[src/rtl/rv_ctrl_pkg.sv]
// Shared decode definitions for the ID control stage: opcodes, ALU codes and the control bundle.
package rv_ctrl_pkg;

    localparam int unsigned XLEN  = 32;
    localparam int unsigned REG_W = 5;
    localparam int unsigned ALU_W = 5;

    localparam logic [6:0] OPC_LOAD   = 7'b0000011;
    localparam logic [6:0] OPC_STORE  = 7'b0100011;
    localparam logic [6:0] OPC_LUI    = 7'b0110111;
    localparam logic [6:0] OPC_AUIPC  = 7'b0010111;
    localparam logic [6:0] OPC_JAL    = 7'b1101111;
    localparam logic [6:0] OPC_JALR   = 7'b1100111;
    localparam logic [6:0] OPC_BRANCH = 7'b1100011;
    localparam logic [6:0] OPC_OP_IMM = 7'b0010011;
    localparam logic [6:0] OPC_OP     = 7'b0110011;

    localparam logic [6:0] F7_BASE   = 7'b0000000;
    localparam logic [6:0] F7_ALT    = 7'b0100000;
    localparam logic [6:0] F7_MULDIV = 7'b0000001;

    localparam logic [3:0] ALU_ADD   = 4'b0000;
    localparam logic [3:0] ALU_SUB   = 4'b0011;
    localparam logic [3:0] ALU_AND   = 4'b0100;
    localparam logic [3:0] ALU_OR    = 4'b0101;
    localparam logic [3:0] ALU_XOR   = 4'b0110;
    localparam logic [3:0] ALU_COMP  = 4'b1000;
    localparam logic [3:0] ALU_UCOMP = 4'b1001;
    localparam logic [3:0] ALU_SLL   = 4'b1100;
    localparam logic [3:0] ALU_SRL   = 4'b1101;
    localparam logic [3:0] ALU_SRA   = 4'b1110;

    typedef struct packed {
        logic             mem_read;
        logic             mem_write;
        logic             mem_to_reg;
        logic             reg_write;
        logic             alu_src;
        logic             lui;
        logic             auipc;
        logic             jal;
        logic             jalr;
        logic             b_type;
        logic             beq;
        logic             bne;
        logic             blt;
        logic             bge;
        logic             bltu;
        logic             bgeu;
        logic [2:0]       rw_type;
        logic [ALU_W-1:0] alu_ctl;
        logic             illegal;
    } ctrl_t;

    // Base-ISA ALU op for register/immediate arithmetic; alt selects SUB/SRA.
    function automatic logic [3:0] alu_base(input logic [2:0] func3, input logic alt);
        logic [3:0] op;
        case (func3)
            3'b000:  op = alt ? ALU_SUB : ALU_ADD;
            3'b001:  op = ALU_SLL;
            3'b010:  op = ALU_COMP;
            3'b011:  op = ALU_UCOMP;
            3'b100:  op = ALU_XOR;
            3'b101:  op = alt ? ALU_SRA : ALU_SRL;
            3'b110:  op = ALU_OR;
            default: op = ALU_AND;
        endcase
        return op;
    endfunction

endpackage

[src/rtl/id_decode.sv]
// Combinational RV32I(+M) decoder producing the control bundle and source-register usage.
module id_decode
    import rv_ctrl_pkg::*;
#(
    parameter bit M_EXT = 1'b1
) (
    input  logic [XLEN-1:0] instr,
    output ctrl_t           ctrl,
    output logic            uses_rs1,
    output logic            uses_rs2
);

    logic [6:0] opcode;
    logic [2:0] func3;
    logic [6:0] func7;
    logic       bad;
    logic       unused_fields;

    assign opcode        = instr[6:0];
    assign func3         = instr[14:12];
    assign func7         = instr[31:25];
    assign unused_fields = ^instr[24:7];

    always_comb begin
        ctrl          = '0;
        uses_rs1      = 1'b0;
        uses_rs2      = 1'b0;
        bad           = 1'b0;
        ctrl.rw_type  = func3;
        ctrl.alu_ctl  = {1'b0, ALU_ADD};
        case (opcode)
            OPC_LOAD: begin
                ctrl.mem_read   = 1'b1;
                ctrl.mem_to_reg = 1'b1;
                ctrl.reg_write  = 1'b1;
                ctrl.alu_src    = 1'b1;
                uses_rs1        = 1'b1;
                bad             = (func3 == 3'b011) || (func3 == 3'b110) || (func3 == 3'b111);
            end
            OPC_STORE: begin
                ctrl.mem_write = 1'b1;
                ctrl.alu_src   = 1'b1;
                uses_rs1       = 1'b1;
                uses_rs2       = 1'b1;
                bad            = (func3 >= 3'b011);
            end
            OPC_LUI: begin
                ctrl.reg_write = 1'b1;
                ctrl.lui       = 1'b1;
            end
            OPC_AUIPC: begin
                ctrl.reg_write = 1'b1;
                ctrl.auipc     = 1'b1;
                ctrl.alu_src   = 1'b1;
            end
            OPC_JAL: begin
                ctrl.reg_write = 1'b1;
                ctrl.jal       = 1'b1;
            end
            OPC_JALR: begin
                ctrl.reg_write = 1'b1;
                ctrl.jalr      = 1'b1;
                ctrl.alu_src   = 1'b1;
                uses_rs1       = 1'b1;
            end
            OPC_BRANCH: begin
                ctrl.b_type = 1'b1;
                uses_rs1    = 1'b1;
                uses_rs2    = 1'b1;
                case (func3)
                    3'b000:  begin ctrl.beq  = 1'b1; ctrl.alu_ctl = {1'b0, ALU_SUB};   end
                    3'b001:  begin ctrl.bne  = 1'b1; ctrl.alu_ctl = {1'b0, ALU_SUB};   end
                    3'b100:  begin ctrl.blt  = 1'b1; ctrl.alu_ctl = {1'b0, ALU_COMP};  end
                    3'b101:  begin ctrl.bge  = 1'b1; ctrl.alu_ctl = {1'b0, ALU_COMP};  end
                    3'b110:  begin ctrl.bltu = 1'b1; ctrl.alu_ctl = {1'b0, ALU_UCOMP}; end
                    3'b111:  begin ctrl.bgeu = 1'b1; ctrl.alu_ctl = {1'b0, ALU_UCOMP}; end
                    default: bad = 1'b1;
                endcase
            end
            OPC_OP_IMM: begin
                ctrl.reg_write = 1'b1;
                ctrl.alu_src   = 1'b1;
                uses_rs1       = 1'b1;
                // Upper immediate bits only select SRAI; for other ops they are plain immediate.
                ctrl.alu_ctl   = {1'b0, alu_base(func3, (func3 == 3'b101) && (func7 == F7_ALT))};
                if (func3 == 3'b001) begin
                    bad = (func7 != F7_BASE);
                end else if (func3 == 3'b101) begin
                    bad = (func7 != F7_BASE) && (func7 != F7_ALT);
                end
            end
            OPC_OP: begin
                ctrl.reg_write = 1'b1;
                uses_rs1       = 1'b1;
                uses_rs2       = 1'b1;
                if (func7 == F7_BASE) begin
                    ctrl.alu_ctl = {1'b0, alu_base(func3, 1'b0)};
                end else if ((func7 == F7_ALT) && ((func3 == 3'b000) || (func3 == 3'b101))) begin
                    ctrl.alu_ctl = {1'b0, alu_base(func3, 1'b1)};
                end else if (M_EXT && (func7 == F7_MULDIV)) begin
                    ctrl.alu_ctl = {2'b10, func3};
                end else begin
                    bad = 1'b1;
                end
            end
            default: bad = 1'b1;
        endcase
        // Illegal entries carry no side effects, only the flag.
        if (bad) begin
            ctrl         = '0;
            ctrl.illegal = 1'b1;
        end
    end

endmodule

[src/rtl/id_ctrl_stage.sv]
// Decode pipeline stage: one-entry register with valid/ready handshake, load-use interlock and flush.
module id_ctrl_stage
    import rv_ctrl_pkg::*;
#(
    parameter bit M_EXT     = 1'b1,
    parameter bit HAZARD_EN = 1'b1
) (
    input  logic             clk,
    input  logic             rst_n,
    input  logic             flush,
    input  logic             in_valid,
    output logic             in_ready,
    input  logic [XLEN-1:0]  instr,
    output logic             out_valid,
    input  logic             out_ready,
    output ctrl_t            out_ctrl,
    output logic [REG_W-1:0] out_rs1,
    output logic [REG_W-1:0] out_rs2,
    output logic [REG_W-1:0] out_rd
);

    ctrl_t            dec_ctrl;
    logic             uses_rs1;
    logic             uses_rs2;
    logic             hazard;
    logic             load;
    logic [REG_W-1:0] rs1;
    logic [REG_W-1:0] rs2;
    logic [REG_W-1:0] rd;

    assign rs1 = instr[19:15];
    assign rs2 = instr[24:20];
    assign rd  = instr[11:7];

    id_decode #(
        .M_EXT (M_EXT)
    ) u_decode (
        .instr    (instr),
        .ctrl     (dec_ctrl),
        .uses_rs1 (uses_rs1),
        .uses_rs2 (uses_rs2)
    );

    // Load-use interlock: the held load's result is not ready for a dependent consumer.
    always_comb begin
        hazard = 1'b0;
        if (HAZARD_EN) begin
            hazard = in_valid && out_valid && out_ctrl.mem_read && (out_rd != '0) &&
                     ((uses_rs1 && (rs1 == out_rd)) || (uses_rs2 && (rs2 == out_rd)));
        end
    end

    assign in_ready = (~out_valid | out_ready) & ~hazard & ~flush;
    assign load     = in_valid & in_ready;

    always_ff @(posedge clk or negedge rst_n) begin
        if (!rst_n) begin
            out_valid <= 1'b0;
            out_ctrl  <= '0;
            out_rs1   <= '0;
            out_rs2   <= '0;
            out_rd    <= '0;
        end else if (flush) begin
            out_valid <= 1'b0;
            out_ctrl  <= '0;
            out_rs1   <= '0;
            out_rs2   <= '0;
            out_rd    <= '0;
        end else if (load) begin
            out_valid <= 1'b1;
            out_ctrl  <= dec_ctrl;
            out_rs1   <= rs1;
            out_rs2   <= rs2;
            out_rd    <= rd;
        end else if (~out_valid | out_ready) begin
            // Drained or interlocked: insert an empty slot.
            out_valid <= 1'b0;
            out_ctrl  <= '0;
            out_rs1   <= '0;
            out_rs2   <= '0;
            out_rd    <= '0;
        end
    end

endmodule

[config.mk]
export PLATFORM = sky130hd
export DESIGN_NAME = id_ctrl_stage
export DESIGN_NICKNAME = d
export VERILOG_FILES = /design/src/rtl/rv_ctrl_pkg.sv /design/src/rtl/id_decode.sv /design/src/rtl/id_ctrl_stage.sv
export SDC_FILE = /design/constraint.sdc
export NUM_CORES = 1
export LEC_CHECK = 0
export ABC_AREA = 0
export BUFFER_PORTS_ARGS = -buffer_cell sky130_fd_sc_hd__buf_2
export CORE_AREA = 2 2 87 89
export DETAILED_ROUTE_END_ITERATION = 10
export DIE_AREA = 0 0 89 91
export HOLD_SLACK_MARGIN = 0.06
export PLACE_DENSITY = 0.6
export SYNTH_ARGS = -nofsm -noshare
export SYNTH_HDL_FRONTEND = slang
export SYNTH_SLANG_ARGS = --single-unit
[constraint.sdc]
create_clock -name clk -period 2.95 [get_ports clk]
set_input_delay 0.59 -clock clk [delete_from_list [all_inputs] [get_ports clk]]
set_output_delay 0.59 -clock clk [all_outputs]
set_load 0.1 [all_outputs]
# Word-level counts from Yosys, hierarchy flattened
# Cells that the tools add are included.
[word_totals]
romBits = 0
output_inout_bits = 42
ram_bits = 0
wordCells = 127
reg_bits = 41
mem_count = 0
latch_bits = 0
input_bits = 37
[classes]
shifts = 0
n_addsub = 0
bitwise_logic = 7
n_reduce_logical = 27
order_cmp = 1
mul = 0
n_div = 0
eq_ne = 21
mux = 48
[op_table]
columns = ["operator", "n"]
rows = [
  ["$mux 25", 4],
  ["$pmux 4 s7", 3],
  ["$mux 5", 10],
  ["$eq 7x6->1 const B", 4],
  ["$mux 1", 25],
  ["$eq 7x7->1 const B", 3],
  ["$pmux 5 s3", 1],
  ["$eq 7x5->1 const B", 2],
  ["$eq 3x3->1 const B", 4],
  ["$pmux 4 s3", 1],
  ["$reduce_or 6->1", 2],
  ["$eq 5x5->1", 2],
  ["$logic_and 1x1->1", 9],
  ["$eq 7x1->1 const B", 1],
  ["$eq 7x2->1 const B", 1],
  ["$logic_not 7->1", 1],
  ["$mux 7", 1],
  ["$ne 7x6->1 const B", 1],
  ["$reduce_bool 7->1", 1],
  ["$reduce_or 7->1", 1],
  ["$eq 3x2->1 const B", 2],
  ["$pmux 1 s6", 1],
  ["$reduce_or 2->1", 3],
  ["$reduce_bool 5->1", 1],
  ["12 further kinds", 20],
]

# Logic depth before layout (Yosys ltp)
[depth]
word_depth = 12
mapped_depth = 9
ltp_nobuf = 6

# Modules after synthesis
# A second synthesis with hierarchy kept.
[unflattened]
cells_unflattened = 380
hier_area_um2 = 3369.5
[modules_own_cells]
columns = ["mod", "n_inst", "area_each_um2", "cells_each", "seq_area_each_um2"]
rows = [
  ["id_ctrl_stage", 1, 2473.6, 255, 1026.0],
  ["id_decode", 1, 895.9, 125, 0.0],
]

# Worst setup path after synthesis
# No wires, ideal clock.
[synth_path]
kind = "flip-flop to output port"
from = "register out_rd[2]"
to = "output port in_ready"
stages_incl_launch_ff = 6
arrival_time_ns = 2.479
path_slack_ns = -0.119
required_time_ns = 2.360
n_path_buf = 0
path_cell_list = "dfrtp_1 > xor2_1 > nor4_1 > and4_1 > o2111ai_1 > o21a_1"
[synth_between]
elab_chain_cells = 7
elab_cells_between_ends = 11
classes_between = "eq/ne (2); bitwise (3); reduce/logical (6)"
[synth_rtl]
columns = ["element", "line_no", "text"]
rows = [
  ["start: declaration", "id_ctrl_stage.sv:19", "output logic [REG_W-1:0] out_rd"],
  ["start signal: assignment", "id_ctrl_stage.sv:74", "out_rd <= rd;"],
  ["$eq 5x5->1", "id_ctrl_stage.sv:49", "((uses_rs1 && (rs1 == out_rd)) || (uses_rs2 && (rs2 == out_rd)));"],
  ["$logic_and 1x1->1", "id_ctrl_stage.sv:49", ""],
  ["$logic_or 1x1->1", "id_ctrl_stage.sv:49", ""],
  ["$logic_and 1x1->1 *", "id_ctrl_stage.sv:48", "hazard = in_valid && out_valid && out_ctrl.mem_read && (out_rd != '0) &&"],
  ["$not 1->1 *", "id_ctrl_stage.sv:53", "assign in_ready = (~out_valid | out_ready) & ~hazard & ~flush;"],
  ["$and 1x1->1 * (2 in a row)", "id_ctrl_stage.sv:53", ""],
  ["end: declaration", "id_ctrl_stage.sv:12", "output logic in_ready,"],
]
# Mark *: on every way between the ends. The rest lies on a longest branch, timed or not.

# Worst setup path in the final report
# Same ends and word-level chain as after synthesis.

==> results.md <==
* Outcome: complete, no violations
* Slew margin rel. at 40.4%
* Internal power at 0.000878 W
* Worst r2r path cells at 7
* Root Driver: clkbuf_8
* CP top delay family: simple AND/OR/NAND/NOR gates
* DR WL/cell at 15.3 um
* Clock sinks at 40
* R2r endpoint: out_valid$_DFFE_PN0P_
* Core area at 7140 sq um
* Post-Syn Nets at 280
* DRT Wirelength at 6400 um
* Clock period minus worst slack at 2.75 ns
* Cell leakage power at 1.38 nW
* GP Congestion at 0.854
* Ys Warns at 0
* Clock group share of total power at 34.3%
* Die area at 8100 sq um
* Clock Pin Slew Worst Setup and Hold Paths at 0.08 ns
* Die Wd at 89 um
* CP Capture Type: primary output
* FMAX at 0.364 GHz
* Fin nets at 355
* Most frequent cells in the layout: buf_2, dfrtp_1, nand2_1
* Vias/cell at 5.11
* Detailed placement HPWL at 4800 um
* Setup crit start kind: flop
* Max cap viols at 0
* RSZ-0062 raised after global routing: false
* Switch share at 30.8%
* Commonest non-fill, non-tap cell in the layout: buf_2
* Worst VDD drop at 0.153 mV
* Mapped cell area at 2210 sq um
* Psw at 0.000390 W
* Number of flops mapped to enable cells by yosys at 0
* Clock Latency Late Sink at 0.29 ns
* Boundary Pins at 79
* Worst Path Required at 2.36 ns
* Layout area overhead at 26.8%
* Mapped Avg Cell Area at 9.10 sq um
* DRC violations left at 0
* Setup Skew at 0.00817 ns
* Worst R2R Start: out_rd[2]$_DFFE_PN0P_
* Slowest stage delay, CP at 0.45 ns
* Layout cells sized above 1 at 33.2%
* Final setup margin at 0.199 ns
* # hold bufs at CTS at 0
* Worst path slowest cell: dfrtp_1
* Via count at 2135
* Reg2reg setup slack at 0.61 ns
* Detailed-router iteration count before antenna repair at 4
* Part of the power in registers at 45.0%
* Synth async-reset ratio at 100%
* Slew Viols, Final at 0
* Gate Count Post-Synth at 243
* Largest net degree at the start of global routing at 42
* Main flop type after synthesis: dfrtp_1
* Post-synthesis sequential area ratio at 45.2%
* Pwr dens at 452 nW/um^2
* CP Buf/Inv Count at 1
* Setup-failing EPs final at 0
* First-pass GRT wire length at 9870 um
* Hold WC Path Type: input port to async pin
* Worst slew pin tran at 0.894 ns
* Final Hold Fails at 0
* Tcrit/Tclk final at 93.2%
* Ant. Diodes at 0
* Yosys reg bits at 40
* # Post-CTS Setup Buffers at 0
* Vias in the first global route at 2045
* CP cell instances: xor2_1 -> nor4_2 -> and4_1 -> o2111ai_1 -> o21a_2 -> buf_2
* Rows at 31
* Resized Gates After CTS at 0
* Gr ovfl total at 0
* Setup WS pre-CTS at 0.202 ns
* Cell variety after synth at 49
* Peak fanout along the critical path at 5
* Initial Util at 31.0%
* Antenna violations before repair at 0
* CTS tree: yes
* Comb power frac at 20.8%
* Die span in y at 91 um
* Input/output buffers at 78
* Global Route Usage Sum at 15.6%
* Crit Path Class: flop to primary output
* Antenna-violating nets left at 0
* Post-route setup TNS at 0 ns
* CTS H-Tree Depth at 2
* Initial DRC count at 97
* Clock Path Buffers at 2
* CTS Buf Count at 5
* Arrival time at the worst endpoint at 2.16 ns
[registers in the layout, indices dropped and copies added, names as in the netlist]
signal and flops:
out_ctrl 24, out_rd 5, out_rs1 5, out_rs2 5
out_valid 1
[logic make-up after synthesis]
group / Yosys count / synth area share, %
compound gates: 74 / 23.4
xor+xnor: 11 / 4.36
buf+inv: 24 / 5.49
simple gates: 94 / 21.5
flops: 40 / 45.2
[per-layer routing]
layer,global-route usage [%],up-vias,routed length (um),share of wire (%)
met2,24.2,74,2940,46
met3,3.73,6,390,6.1
met5,0,-,0,0
li1,-,1028,-,-
met4,4.48,0,82,1.3
met1,21.5,1027,2980,47
[cell type report]
| cell class | count | area [sq um] |
|---|---|---|
| Tap cell | 99 | 124 |
| Fill cell | 771 | 4330 |
| Clock buffer | 6 | 72.6 |
| Multi-Input combinational cell | 179 | 1100 |
| Sequential cell | 40 | 1000 |
| Clock inverter | 2 | 35.0 |
| Inverter | 7 | 26.3 |
| Timing Repair Buffer | 85 | 443 |
[how the worst max path moves through the flow]
stage | start | endpoint | slack [ns] | cells after the start
after floorplan | out_rd[1]$_DFFE_PN0P_ | in_ready | 0.13 | 5
after global placement | instr[17] | in_ready | 0.27 | 7
after detailed placement | instr[17] | in_ready | 0.20 | 7
after CTS | out_rd[2]$_DFFE_PN0P_ | in_ready | 0.1 | 6
after global routing | out_rd[2]$_DFFE_PN0P_ | in_ready | 0.06 | 6
final | out_rd[2]$_DFFE_PN0P_ | in_ready | 0.20 | 6
[cells in the mapped netlist, types with 2 or more instances]
cell	n	share of area, %
a21oi_1	11	2.5
a221oi_1	2	0.79
a22o_1	16	6.3
and2_1	3	0.85
and3b_1	2	0.79
buf_1	2	0.34
buf_2	3	0.68
buf_6	3	1.5
clkbuf_1	7	1.2
dfrtp_1	40	45
inv_1	7	1.2
nand2_1	35	5.9
nand3_1	10	2.3
nand4_1	4	1.1
nor2_1	16	2.7
nor2b_1	4	1.1
nor3_1	4	0.91
nor3b_1	2	0.68
nor4_1	2	0.57
o211ai_1	2	0.68
o21ai_0	26	5.9
o31ai_1	3	1.0
o31ai_2	2	1.1
or2_2	2	0.57
or4_1	2	0.68
xnor2_1	4	1.6
xor2_1	7	2.8
[per-stage QoR]
step | power, W | utilization [%] | cells | cell area [sq um] | hold WS [ns]
after floorplan | 0.000763 | - | 243 | 2210 | 0.294
after global placement | 0.000842 | 37.7 | 410 | 2690 | 0.460
after detailed placement | 0.000844 | 37.7 | 410 | 2690 | 0.472
after CTS | 0.00128 | 39.2 | 418 | 2800 | 0.455
after global routing | 0.00133 | 39.3 | 418 | 2800 | 0.484
final | 0.00127 | 39.3 | 418 | 2800 | 0.424
[power by group through the flow]
stage / Clock, W / Sequential [W] / Combinational [W]
final: 0.000434 / 0.000570 / 0.000263
after global routing: 0.000472 / 0.000572 / 0.000283
after CTS: 0.000448 / 0.000570 / 0.000263
after detailed placement: 0 / 0.000581 / 0.000262
after global placement: 0 / 0.000581 / 0.000261
after floorplan: 0 / 0.000666 / 0.0000972
Power figures use the tool's default switching activity.
